<file path="src/rtl/mips_multicycle_ctrl_if.sv">
// Control bundle between the multicycle MIPS controller and its datapath.
// Latency: none, wires only.
// Backpressure: mem_ready from the memory side stretches memory states.
// Ports: op/funct/zero/mem_ready flow datapath -> controller; every select,
//        enable, illegal_op and state_dbg flow controller -> datapath.
interface mips_multicycle_ctrl_if;
   logic [5:0] op;
   logic [5:0] funct;
   logic       zero;
   logic       mem_ready;
   logic       pc_en;
   logic       iord;
   logic       mem_write;
   logic       ir_write;
   logic       reg_write;
   logic       reg_dst;
   logic       mem_to_reg;
   logic       alu_src_a;
   logic [1:0] alu_src_b;
   logic [1:0] pc_src;
   logic [2:0] alu_control;
   logic       illegal_op;
   logic [3:0] state_dbg;

   // Controller side
   modport master (
      input  op, funct, zero, mem_ready,
      output pc_en, iord, mem_write, ir_write, reg_write, reg_dst, mem_to_reg,
             alu_src_a, alu_src_b, pc_src, alu_control, illegal_op, state_dbg
   );

   // Datapath side
   modport slave (
      output op, funct, zero, mem_ready,
      input  pc_en, iord, mem_write, ir_write, reg_write, reg_dst, mem_to_reg,
             alu_src_a, alu_src_b, pc_src, alu_control, illegal_op, state_dbg
   );
endinterface

</file>
<file path="src/rtl/mips_multicycle_ctrl.sv">
// Moore control FSM for the shared-memory multicycle MIPS datapath.
// Latency: lw 5, sw/R/addi 4, beq/j 3 cycles; each mem_ready=0 cycle adds one.
// Backpressure: FETCH, MEMRD and MEMWR hold until mem_ready=1.
// Ports: clk, rst (sync, active-low); ctrl_if.master carries op/funct/zero/
//        mem_ready in and all datapath selects/enables, illegal_op, state_dbg out.
module mips_multicycle_ctrl #(
   parameter bit ILLEGAL_TRAP = 1'b1
) (
   input logic                    clk,
   input logic                    rst,
   mips_multicycle_ctrl_if.master ctrl_if
);

   typedef enum logic [3:0] {
      S_FETCH  = 4'd0,
      S_DECODE = 4'd1,
      S_MEMADR = 4'd2,
      S_MEMRD  = 4'd3,
      S_MEMWB  = 4'd4,
      S_MEMWR  = 4'd5,
      S_EXEC   = 4'd6,
      S_ALUWB  = 4'd7,
      S_BRANCH = 4'd8,
      S_ADDIEX = 4'd9,
      S_ADDIWB = 4'd10,
      S_JUMP   = 4'd11,
      S_ERROR  = 4'd15
   } state_t;

   localparam logic [5:0] OP_LW   = 6'b100011;
   localparam logic [5:0] OP_SW   = 6'b101011;
   localparam logic [5:0] OP_R    = 6'b000000;
   localparam logic [5:0] OP_BEQ  = 6'b000100;
   localparam logic [5:0] OP_ADDI = 6'b001000;
   localparam logic [5:0] OP_J    = 6'b000010;

   localparam logic [5:0] FN_ADD  = 6'b100000;
   localparam logic [5:0] FN_SUB  = 6'b100010;
   localparam logic [5:0] FN_AND  = 6'b100100;
   localparam logic [5:0] FN_OR   = 6'b100101;
   localparam logic [5:0] FN_SLT  = 6'b101010;

   localparam logic [2:0] ALU_ADD = 3'b010;
   localparam logic [2:0] ALU_SUB = 3'b110;
   localparam logic [2:0] ALU_AND = 3'b000;
   localparam logic [2:0] ALU_OR  = 3'b001;
   localparam logic [2:0] ALU_SLT = 3'b111;

   state_t state_q, state_d;
   // MEMADR must choose lw vs sw without looking at op again, so DECODE
   // remembers which one it saw.
   logic   is_lw_q, is_lw_d;

   logic       funct_ok;
   logic [2:0] funct_alu;
   logic       op_illegal;
   state_t     out_state;
   logic       pc_write;
   logic       branch;

   // Funct decode, used for legality in DECODE and ALU selection in EXEC
   always_comb begin
      funct_ok  = 1'b1;
      funct_alu = ALU_ADD;
      case (ctrl_if.funct)
         FN_ADD:  funct_alu = ALU_ADD;
         FN_SUB:  funct_alu = ALU_SUB;
         FN_AND:  funct_alu = ALU_AND;
         FN_OR:   funct_alu = ALU_OR;
         FN_SLT:  funct_alu = ALU_SLT;
         default: funct_ok  = 1'b0;
      endcase
   end

   always_comb begin
      op_illegal = 1'b0;
      case (ctrl_if.op)
         OP_LW, OP_SW, OP_BEQ, OP_ADDI, OP_J: op_illegal = 1'b0;
         OP_R:    op_illegal = !funct_ok;
         default: op_illegal = 1'b1;
      endcase
   end

   always_ff @(posedge clk) begin
      if (!rst) begin
         state_q <= S_FETCH;
         is_lw_q <= 1'b0;
      end else begin
         state_q <= state_d;
         is_lw_q <= is_lw_d;
      end
   end

   // Next state
   always_comb begin
      state_d = state_q;
      is_lw_d = is_lw_q;
      case (state_q)
         S_FETCH:  if (ctrl_if.mem_ready) state_d = S_DECODE;
         S_DECODE: begin
            if (op_illegal) begin
               state_d = ILLEGAL_TRAP ? S_ERROR : S_FETCH;
            end else begin
               case (ctrl_if.op)
                  OP_LW: begin
                     state_d = S_MEMADR;
                     is_lw_d = 1'b1;
                  end
                  OP_SW: begin
                     state_d = S_MEMADR;
                     is_lw_d = 1'b0;
                  end
                  OP_R:    state_d = S_EXEC;
                  OP_BEQ:  state_d = S_BRANCH;
                  OP_ADDI: state_d = S_ADDIEX;
                  OP_J:    state_d = S_JUMP;
                  default: state_d = S_FETCH;
               endcase
            end
         end
         S_MEMADR: state_d = is_lw_q ? S_MEMRD : S_MEMWR;
         S_MEMRD:  if (ctrl_if.mem_ready) state_d = S_MEMWB;
         S_MEMWB:  state_d = S_FETCH;
         S_MEMWR:  if (ctrl_if.mem_ready) state_d = S_FETCH;
         S_EXEC:   state_d = S_ALUWB;
         S_ALUWB:  state_d = S_FETCH;
         S_BRANCH: state_d = S_FETCH;
         S_ADDIEX: state_d = S_ADDIWB;
         S_ADDIWB: state_d = S_FETCH;
         S_JUMP:   state_d = S_FETCH;
         S_ERROR:  state_d = S_ERROR;
         default:  state_d = S_FETCH;
      endcase
   end

   // Outputs. While reset is held the selects present FETCH values even if
   // the register has not yet been reloaded, and all enables are forced low.
   always_comb begin
      out_state           = rst ? state_q : S_FETCH;
      pc_write            = 1'b0;
      branch              = 1'b0;
      ctrl_if.iord        = 1'b0;
      ctrl_if.mem_write   = 1'b0;
      ctrl_if.ir_write    = 1'b0;
      ctrl_if.reg_write   = 1'b0;
      ctrl_if.reg_dst     = 1'b0;
      ctrl_if.mem_to_reg  = 1'b0;
      ctrl_if.alu_src_a   = 1'b0;
      ctrl_if.alu_src_b   = 2'b00;
      ctrl_if.pc_src      = 2'b00;
      ctrl_if.alu_control = ALU_ADD;
      ctrl_if.illegal_op  = 1'b0;
      case (out_state)
         S_FETCH: begin
            ctrl_if.alu_src_b = 2'b01;
            ctrl_if.ir_write  = ctrl_if.mem_ready;
            pc_write          = ctrl_if.mem_ready;
         end
         S_DECODE: begin
            ctrl_if.alu_src_b  = 2'b11;
            ctrl_if.illegal_op = op_illegal && !ILLEGAL_TRAP;
         end
         S_MEMADR, S_ADDIEX: begin
            ctrl_if.alu_src_a = 1'b1;
            ctrl_if.alu_src_b = 2'b10;
         end
         S_MEMRD: ctrl_if.iord = 1'b1;
         S_MEMWB: begin
            ctrl_if.mem_to_reg = 1'b1;
            ctrl_if.reg_write  = 1'b1;
         end
         S_MEMWR: begin
            ctrl_if.iord      = 1'b1;
            ctrl_if.mem_write = 1'b1;
         end
         S_EXEC: begin
            ctrl_if.alu_src_a   = 1'b1;
            ctrl_if.alu_control = funct_alu;
         end
         S_ALUWB: begin
            ctrl_if.reg_dst   = 1'b1;
            ctrl_if.reg_write = 1'b1;
         end
         S_BRANCH: begin
            ctrl_if.alu_src_a   = 1'b1;
            ctrl_if.alu_control = ALU_SUB;
            ctrl_if.pc_src      = 2'b01;
            branch              = 1'b1;
         end
         S_ADDIWB: ctrl_if.reg_write = 1'b1;
         S_JUMP: begin
            ctrl_if.pc_src = 2'b10;
            pc_write       = 1'b1;
         end
         S_ERROR: ctrl_if.illegal_op = 1'b1;
         default: ;
      endcase
      ctrl_if.pc_en = pc_write | (branch & ctrl_if.zero);
      if (!rst) begin
         ctrl_if.pc_en      = 1'b0;
         ctrl_if.mem_write  = 1'b0;
         ctrl_if.ir_write   = 1'b0;
         ctrl_if.reg_write  = 1'b0;
         ctrl_if.illegal_op = 1'b0;
      end
   end

   assign ctrl_if.state_dbg = state_q;

endmodule
</file>
<file path="src/flat_wrapper.sv">
// flat-port wrapper written by rule: the top's interface ports become plain ports
module mips_multicycle_ctrl_flat 
#(
   parameter bit ILLEGAL_TRAP = 1'b1
)
  (clk, rst, ctrl_if_op, ctrl_if_funct, ctrl_if_zero, ctrl_if_mem_ready, ctrl_if_pc_en, ctrl_if_iord, ctrl_if_mem_write, ctrl_if_ir_write, ctrl_if_reg_write, ctrl_if_reg_dst, ctrl_if_mem_to_reg, ctrl_if_alu_src_a, ctrl_if_alu_src_b, ctrl_if_pc_src, ctrl_if_alu_control, ctrl_if_illegal_op, ctrl_if_state_dbg);
  mips_multicycle_ctrl_if ctrl_if_i ();
  input logic clk;
  input logic rst;
  input wire logic [$bits(ctrl_if_i.op)-1:0] ctrl_if_op;
  input wire logic [$bits(ctrl_if_i.funct)-1:0] ctrl_if_funct;
  input wire logic [$bits(ctrl_if_i.zero)-1:0] ctrl_if_zero;
  input wire logic [$bits(ctrl_if_i.mem_ready)-1:0] ctrl_if_mem_ready;
  output wire logic [$bits(ctrl_if_i.pc_en)-1:0] ctrl_if_pc_en;
  output wire logic [$bits(ctrl_if_i.iord)-1:0] ctrl_if_iord;
  output wire logic [$bits(ctrl_if_i.mem_write)-1:0] ctrl_if_mem_write;
  output wire logic [$bits(ctrl_if_i.ir_write)-1:0] ctrl_if_ir_write;
  output wire logic [$bits(ctrl_if_i.reg_write)-1:0] ctrl_if_reg_write;
  output wire logic [$bits(ctrl_if_i.reg_dst)-1:0] ctrl_if_reg_dst;
  output wire logic [$bits(ctrl_if_i.mem_to_reg)-1:0] ctrl_if_mem_to_reg;
  output wire logic [$bits(ctrl_if_i.alu_src_a)-1:0] ctrl_if_alu_src_a;
  output wire logic [$bits(ctrl_if_i.alu_src_b)-1:0] ctrl_if_alu_src_b;
  output wire logic [$bits(ctrl_if_i.pc_src)-1:0] ctrl_if_pc_src;
  output wire logic [$bits(ctrl_if_i.alu_control)-1:0] ctrl_if_alu_control;
  output wire logic [$bits(ctrl_if_i.illegal_op)-1:0] ctrl_if_illegal_op;
  output wire logic [$bits(ctrl_if_i.state_dbg)-1:0] ctrl_if_state_dbg;
  assign ctrl_if_i.op = ctrl_if_op;
  assign ctrl_if_i.funct = ctrl_if_funct;
  assign ctrl_if_i.zero = ctrl_if_zero;
  assign ctrl_if_i.mem_ready = ctrl_if_mem_ready;
  assign ctrl_if_pc_en = ctrl_if_i.pc_en;
  assign ctrl_if_iord = ctrl_if_i.iord;
  assign ctrl_if_mem_write = ctrl_if_i.mem_write;
  assign ctrl_if_ir_write = ctrl_if_i.ir_write;
  assign ctrl_if_reg_write = ctrl_if_i.reg_write;
  assign ctrl_if_reg_dst = ctrl_if_i.reg_dst;
  assign ctrl_if_mem_to_reg = ctrl_if_i.mem_to_reg;
  assign ctrl_if_alu_src_a = ctrl_if_i.alu_src_a;
  assign ctrl_if_alu_src_b = ctrl_if_i.alu_src_b;
  assign ctrl_if_pc_src = ctrl_if_i.pc_src;
  assign ctrl_if_alu_control = ctrl_if_i.alu_control;
  assign ctrl_if_illegal_op = ctrl_if_i.illegal_op;
  assign ctrl_if_state_dbg = ctrl_if_i.state_dbg;
  mips_multicycle_ctrl #(.ILLEGAL_TRAP(ILLEGAL_TRAP)) u_core (.clk(clk), .rst(rst), .ctrl_if(ctrl_if_i));
endmodule
</file>
<file path="config.mk">
export PLATFORM = sky130hd
export DESIGN_NAME = mips_multicycle_ctrl_flat
export DESIGN_NICKNAME = d
export VERILOG_FILES = /design/src/rtl/mips_multicycle_ctrl_if.sv /design/src/rtl/mips_multicycle_ctrl.sv /design/src/flat_wrapper.sv
export SDC_FILE = /design/constraint.sdc
export NUM_CORES = 1
export LEC_CHECK = 0
export ABC_CLOCK_PERIOD_IN_PS = 1700
export CORE_MARGIN = 10
export CORE_UTILIZATION = 32
export CTS_BUF_LIST = sky130_fd_sc_hd__clkbuf_16
export DETAILED_ROUTE_END_ITERATION = 16
export GPL_TIMING_DRIVEN = 1
export PLACE_DENSITY = 0.7
export SLEW_MARGIN = 15
export SYNTH_ARGS = -nofsm -noshare
export SYNTH_HDL_FRONTEND = slang
export SYNTH_SLANG_ARGS = --single-unit
</file>
<file path="constraint.sdc">
create_clock -name clk -period 1.7 [get_ports clk]
set_input_delay 0.255 -clock clk [delete_from_list [all_inputs] [get_ports clk]]
set_output_delay 0.255 -clock clk [all_outputs]
set_load 0.02 [all_outputs]
</file>
# ---- Word level (Yosys, flattened, before mapping)
# Cells that the tools add are included.
dict set report totals {
  regBits 5
  inputBits 16
  elab_cells 81
}
dict set report op_classes {
  n_eq_ne 32
  mux 30
  bitwise 3
  reduce_logical 14
}
# cell n
set ops {}
lappend ops {{$eq 6x6->1 const B} 7}
lappend ops {{$pmux 4 s8} 1}
lappend ops {{$eq 4x4->1 const B} 7}
lappend ops {{$eq 4x3->1 const B} 6}
lappend ops {{$mux 4} 5}
lappend ops {{$pmux 4 s5} 1}
lappend ops {{$eq 4x2->1 const B} 4}
lappend ops {{$mux 1} 15}
lappend ops {{$pmux 3 s4} 1}
lappend ops {{$reduce_or 5->1} 2}
lappend ops {{$eq 4x1->1 const B} 2}
lappend ops {{$logic_not 4->1} 2}
lappend ops {{$eq 6x2->1 const B} 1}
lappend ops {{$eq 6x3->1 const B} 1}
lappend ops {{$eq 6x4->1 const B} 1}
lappend ops {{$logic_not 6->1} 1}
lappend ops {{$ne 2x2->1 const B} 3}
lappend ops {{$pmux 1 s2} 3}
lappend ops {{$pmux 2 s3} 1}
lappend ops {{$pmux 3 s2} 1}
lappend ops {{$reduce_and 3->1} 2}
lappend ops {{$reduce_or 2->1} 3}
lappend ops {{$pmux 2 s2} 1}
lappend ops {{$reduce_or 4->1} 1}
lappend ops {{other kinds (7)} 7}

# ---- Logic depth before layout (Yosys ltp)
dict set report logic_depth {
  word_depth 7
  ltp_mapped 6
  ltp_nobuf 5
}

# ---- Least setup slack after synthesis
# No wires, ideal clock.
dict set report synth_path {
  path_type {flip-flop to output port}
  start {register u_core.state_q[2], in the netlist u_core.ctrl_if.state_dbg[2]}
  end {output port ctrl_if_pc_en}
  arrival_time_ns 1.949
  slack_ns -0.504
  path_stages_with_launch 7
  cell_sequence {dfxtp_1 > clkbuf_1 > nor2_1 > nand2_1 > nor3b_1 > a22oi_1 > nor2b_1}
}
dict set report synth_between {
  elab_chain_len 6
  word_cells_on_any_way 9
  cone_classes {2 x eq/ne; 4 x mux; 2 x bitwise; 1 x reduce/logical}
}
# element line_no
set synth_rtl {}
lappend synth_rtl {{start: declaration} mips_multicycle_ctrl.sv:49} ;# state_t state_q, state_d;
lappend synth_rtl {{start signal: assignment} mips_multicycle_ctrl.sv:89} ;# state_q <= state_d;
lappend synth_rtl {{$mux 4 *} mips_multicycle_ctrl.sv:139} ;# out_state = rst ? state_q : S_FETCH;
lappend synth_rtl {{$eq 4x4->1} mips_multicycle_ctrl.sv:153} ;# case (out_state)
lappend synth_rtl {{$mux 1} mips_multicycle_ctrl.sv:153}
lappend synth_rtl {{$and 1x1->1} mips_multicycle_ctrl.sv:198} ;# ctrl_if.pc_en = pc_write | (branch & ctrl_if.zero);
lappend synth_rtl {{$or 1x1->1 *} mips_multicycle_ctrl.sv:198}
lappend synth_rtl {{$mux 1 *} mips_multicycle_ctrl.sv:199} ;# if (!rst) begin
lappend synth_rtl {{end: declaration} flat_wrapper.sv:14} ;# output wire logic [$bits(ctrl_if_i.pc_en)-1:0] ctrl_if_pc_en;
# Every way passes the cells marked *; elsewhere a longest branch is shown, timed or not.

# ---- Worst setup path after layout
dict set report layout_path {
  start {register u_core.state_q[1], in the netlist u_core.ctrl_if.state_dbg[1]}
  end {output port ctrl_if_state_dbg[1]}
}
# element line_no
set layout_rtl {}
lappend layout_rtl {{end: declaration} flat_wrapper.sv:26} ;# output wire logic [$bits(ctrl_if_i.state_dbg)-1:0] ctrl_if_state_dbg;
# No word-level cell between the ends.

==> flow_results.org <==
** Cells and area
- In the final layout, the multi-input gates occupy between 600 and 700 µm².
- Sequential cell area :: 106 µm²
- Once layout is complete, the utilization of the core stands at 0.669.
- In the final layout, the share of cells above drive strength 1 is 0.431.
- Relative to the synthesized area, the layout overhead comes to 98.2%.
- After routing the design area is between 0.001 and 0.0015 mm².
- Antenna diode count :: 0
- Layout net count :: 198
- The filler cells instantiated in the layout total between 200 and 250.

** Setup path
- Buf/Inv on CP :: 2
- In this run the worst path has a maximum fanout of 10.
- Critical path endpoint :: ctrl_if_state_dbg[1]
- Worst reg2reg path startpoint :: u_core.ctrl_if.state_dbg[3]$_SDFFE_PN0P_
- Start-to-end type of the worst setup path :: reg -> out
- Delay of the slowest cell on the worst path :: ~620 ps
- The critical path starts at u_core.ctrl_if.state_dbg[1]$_SDFFE_PN0P_.
- Element type at the critical path end :: output port
- Arrival time reported for the critical path endpoint :: 1410 ps
- Reg-to-reg slack, setup :: ~200 ps
- STA classifies the critical path startpoint as a flip-flop.
- Endpoint required time on the critical path :: roughly 1400 ps
- Largest delay share family, worst path :: buffers and inverters
- Measured in cells, the most critical reg-to-reg path has a length of 6.
- The critical path crosses 2 cells after its start point.
- Walking the worst path, the cells encountered are buf_4, clkdlybuf4s50_1.
- The worst register-to-register path ends at u_core.is_lw_q$_SDFFE_PN0P_.
- Slowest-stage cell, CP :: clkdlybuf4s50_1

** Logic synthesis
- The average instance in the mapped netlist occupies about 6.7 µm².
- Yosys reg bits :: 5
- The number of nets in the synthesized netlist is 129.
- By area the synthesized netlist is led by dfxtp_1 13%, nor2_1 6.5%, nor3b_1 6.0%, nand2_1 5.5%, nor3_1 4.0%.
- Fraction of registers with async set or reset after synthesis :: 0
- Yosys mapped a number of flops with a built-in enable equal to 0.
- Dominant synthesized flop cell :: dfxtp_1
- Leading cell types by count after synthesis :: 13 x nor2_1, 11 x nand2_1, 6 x nor3_1, 6 x nor3b_1
- Post-synth top area share :: 0.133
- Synthesis Warnings :: 0
- Yosys mapped the design onto 41 distinct sky130hd cell types.
- In the synthesized netlist, the number of instances is ~110.
- Post-synthesis instance area :: around 750 µm²
- Yosys top cell by area :: dfxtp_1
- Proportion of synthesized chip area in sequential cells :: 0.133
- Among all cell types in the netlist, the one instantiated most often is nor2_1.

** CTS
- Counting every sink on the clock net gives 5.
- Clock-pin slew was measured on the worst setup and hold paths at around 30 ps.
- Counting the buffers created by CTS gives 3.
- The clock reaches the later pin of the worst-skew pair after approximately 230 ps.
- Master cell of the clock root buffer :: clkbuf_16
- H-tree depth :: 1
- In this run the deepest clock path goes through 2 buffers.
- TritonCTS built the clock tree.

** Global route
- Entering global routing, the biggest net connects 12 pins.
- Total global-route track usage :: 0.141
- The first global-routing pass estimated 5230 µm of wire.
- The via count of the first global-routing pass came to roughly 1100.
- Leftover overflow at the end of global routing :: 0
- Number of antenna violations at the first check in global routing :: 0

** Floorplan
- Starting Density :: 0.338
- The die covers 0.00470 mm².
- Die Ht :: 68.6 µm
- Number of cell rows :: 17
- 36 I/O pins were placed.
- The die is a little under 70 µm wide.
- In this run the standard cell core region covers 0.00223 mm².

** STA
- Measured against its own limit, the worst slew margin works out to 0.753.
- In the finished design, the share of the clock period the worst path needs comes to 0.977.
- Measured slew at the worst slew-check pin :: 370 ps
- Clock Skew :: about 0.74 ps
- Final count of hold timing violations :: 0
- Max Fclk :: approximately 600 MHz
- Final worst path period need :: approximately 1700 ps
- Max-slew violation count :: 0
- Setup repair after global routing could not meet its margin everywhere.
- Setup violations remaining at the end of the flow were counted as 0.

** Route
- Detailed-route DRC error count :: 0
- For this block, the routed nets add up to 3120 µm of wire.
- Dividing the detail-routed wire length by the instance count gives ~15 µm.
- DRT iter0 DRCs :: 45
- Final antenna-violating net count :: 0
- Across all layers, the routed design uses roughly 1100 vias.
- Count of TritonRoute iterations in the first routing pass :: 4
- In the routed layout, each cell is associated on average with a via count of around 5.4.

** Place
- Estimated wirelength of the detail-placed design :: roughly 2400 µm
- Total placed instance area :: around 0.0014 mm²
- The count of buffers added on input and output ports is 35.
- Final GP Congestion :: 0.868

** Power
- The analysis attributes to cell leakage a power of 0.672 nW.
- Power density normalized to cell area :: between 1000 and 1500 mW/mm²
- Maximum VDD drop :: 0.725 mV

** Worst hold path
- The worst hold path begins at u_core.is_lw_q$_SDFFE_PN0P_.
- The path class of the tightest hold or removal check is reg -> reg.

** Status
- The run finished with clean final reports.

** Flow run
- The tool flagged a number of max-cap violations equal to 0.
[repair_timing]
| action | in CTS | in global routing |
|---|---|---|
| hold buffers | 0 | 0 |
| endpoints found under the setup margin | 19 | 15 |
| buffers inserted | 1 | 1 |
| gates resized for setup | 68 | 20 |
| pin swaps | 3 | 5 |
[through the flow]
step / setup slack (ps) / instances / hold slack (ps) / TNS (ps) / power, W
4_1_cts: 0.707 / 208 / 586 / 0 / 0.00188
3_3_place_gp: -641 / 203 / 580 / -6770 / 0.00148
3_5_place_dp: -693 / 203 / 597 / -6950 / 0.00150
2_1_floorplan: -108 / 113 / 384 / -108 / 0.000874
6_report: 38.6 / 209 / 588 / 0 / 0.00189
5_1_grt: -5.98 / 209 / 625 / -5.98 / 0.00203
[logic make-up after synthesis]
kind of cell / count (synthesis) / synth area share
XOR/XNOR: 4 / 0.0464
flip-flops: 5 / 0.133
AND/OR/NAND/NOR: 61 / 0.441
multiplexers: 2 / 0.0282
buffers and inverters: 12 / 0.0779
AO/OA/AOI/OAI: 29 / 0.274
[sequential cells by signal (all words and copies together), names as in the netlist]
| name | cells |
|---|---|
| u_core.is_lw_q | 1 |
| u_core.ctrl_if.state_dbg | 4 |
[worst reg2reg max path, cell delays in order (launching register included)]
cell and delay, ps:
dfxtp_2 330, buf_4 140, nand2b_2 200, buf_4 160, nor3_1 250, nand4_1 130, and3_1 190
[cell usage in the layout, fill, tap and decap left out, drive strengths merged, types with 2 or more instances in the layout]
cell type      Yosys  layout
nor3               6       6
clkdlybuf4s50      0       8
and3               4       4
o21ai              4       4
inv                2       3
clkdlybuf4s15      0       2
a22oi              4       4
nand4              2       2
xor2               3       3
clkbuf             4       8
o2111ai            2       2
dfxtp              5       5
nand2             11      11
nor2b              4       4
nor3b              7       7
nand2b             5       5
buf                6      47
a21oi              5       5
o31ai              2       2
nand3              4       4
o211ai             4       4
dlygate4sd2        0      11
nor2              13      13
[per-layer routing]
layer | track usage | wire length (µm) | vias up
li1 | - | - | 554
met1 | 0.151 | 1240 | 530
met2 | 0.265 | 1690 | 34
met3 | 0.0258 | 162 | 4
met4 | 0.0528 | 31 | 0
met5 | 0 | 0 | -
[report_power, final]
group / leakage (nW) / switching, W / internal (W) / total, W
clock network: 0.0423 / 0.0000741 / 0.000304 / 0.000378
logic: 0.587 / 0.000673 / 0.000622 / 0.00130
registers: 0.0425 / 0.0000552 / 0.000163 / 0.000218
[layout make-up]
class | count | area share
Multi-Input combinational cell | 96 | 0.458
Timing Repair Buffer | 74 | 0.390
Sequential cell | 5 | 0.0711
Clock buffer | 3 | 0.0502
Tap cell | 28 | 0.0234
Inverter | 2 | 0.00502
Clock inverter | 1 | 0.00251
[worst min-delay path by stage]
stage                                                     to  slack, ps  cells after the start
floorplan           u_core.ctrl_if.state_dbg[3]$_SDFFE_PN0P_        380                      1
global placement    u_core.ctrl_if.state_dbg[1]$_SDFFE_PN0P_        580                      2
detailed placement  u_core.ctrl_if.state_dbg[1]$_SDFFE_PN0P_        600                      2
CTS                 u_core.ctrl_if.state_dbg[1]$_SDFFE_PN0P_        590                      2
global route        u_core.ctrl_if.state_dbg[1]$_SDFFE_PN0P_        620                      2
finish              u_core.ctrl_if.state_dbg[1]$_SDFFE_PN0P_        590                      2
Note: power is estimated with default switching activity, not from simulation.
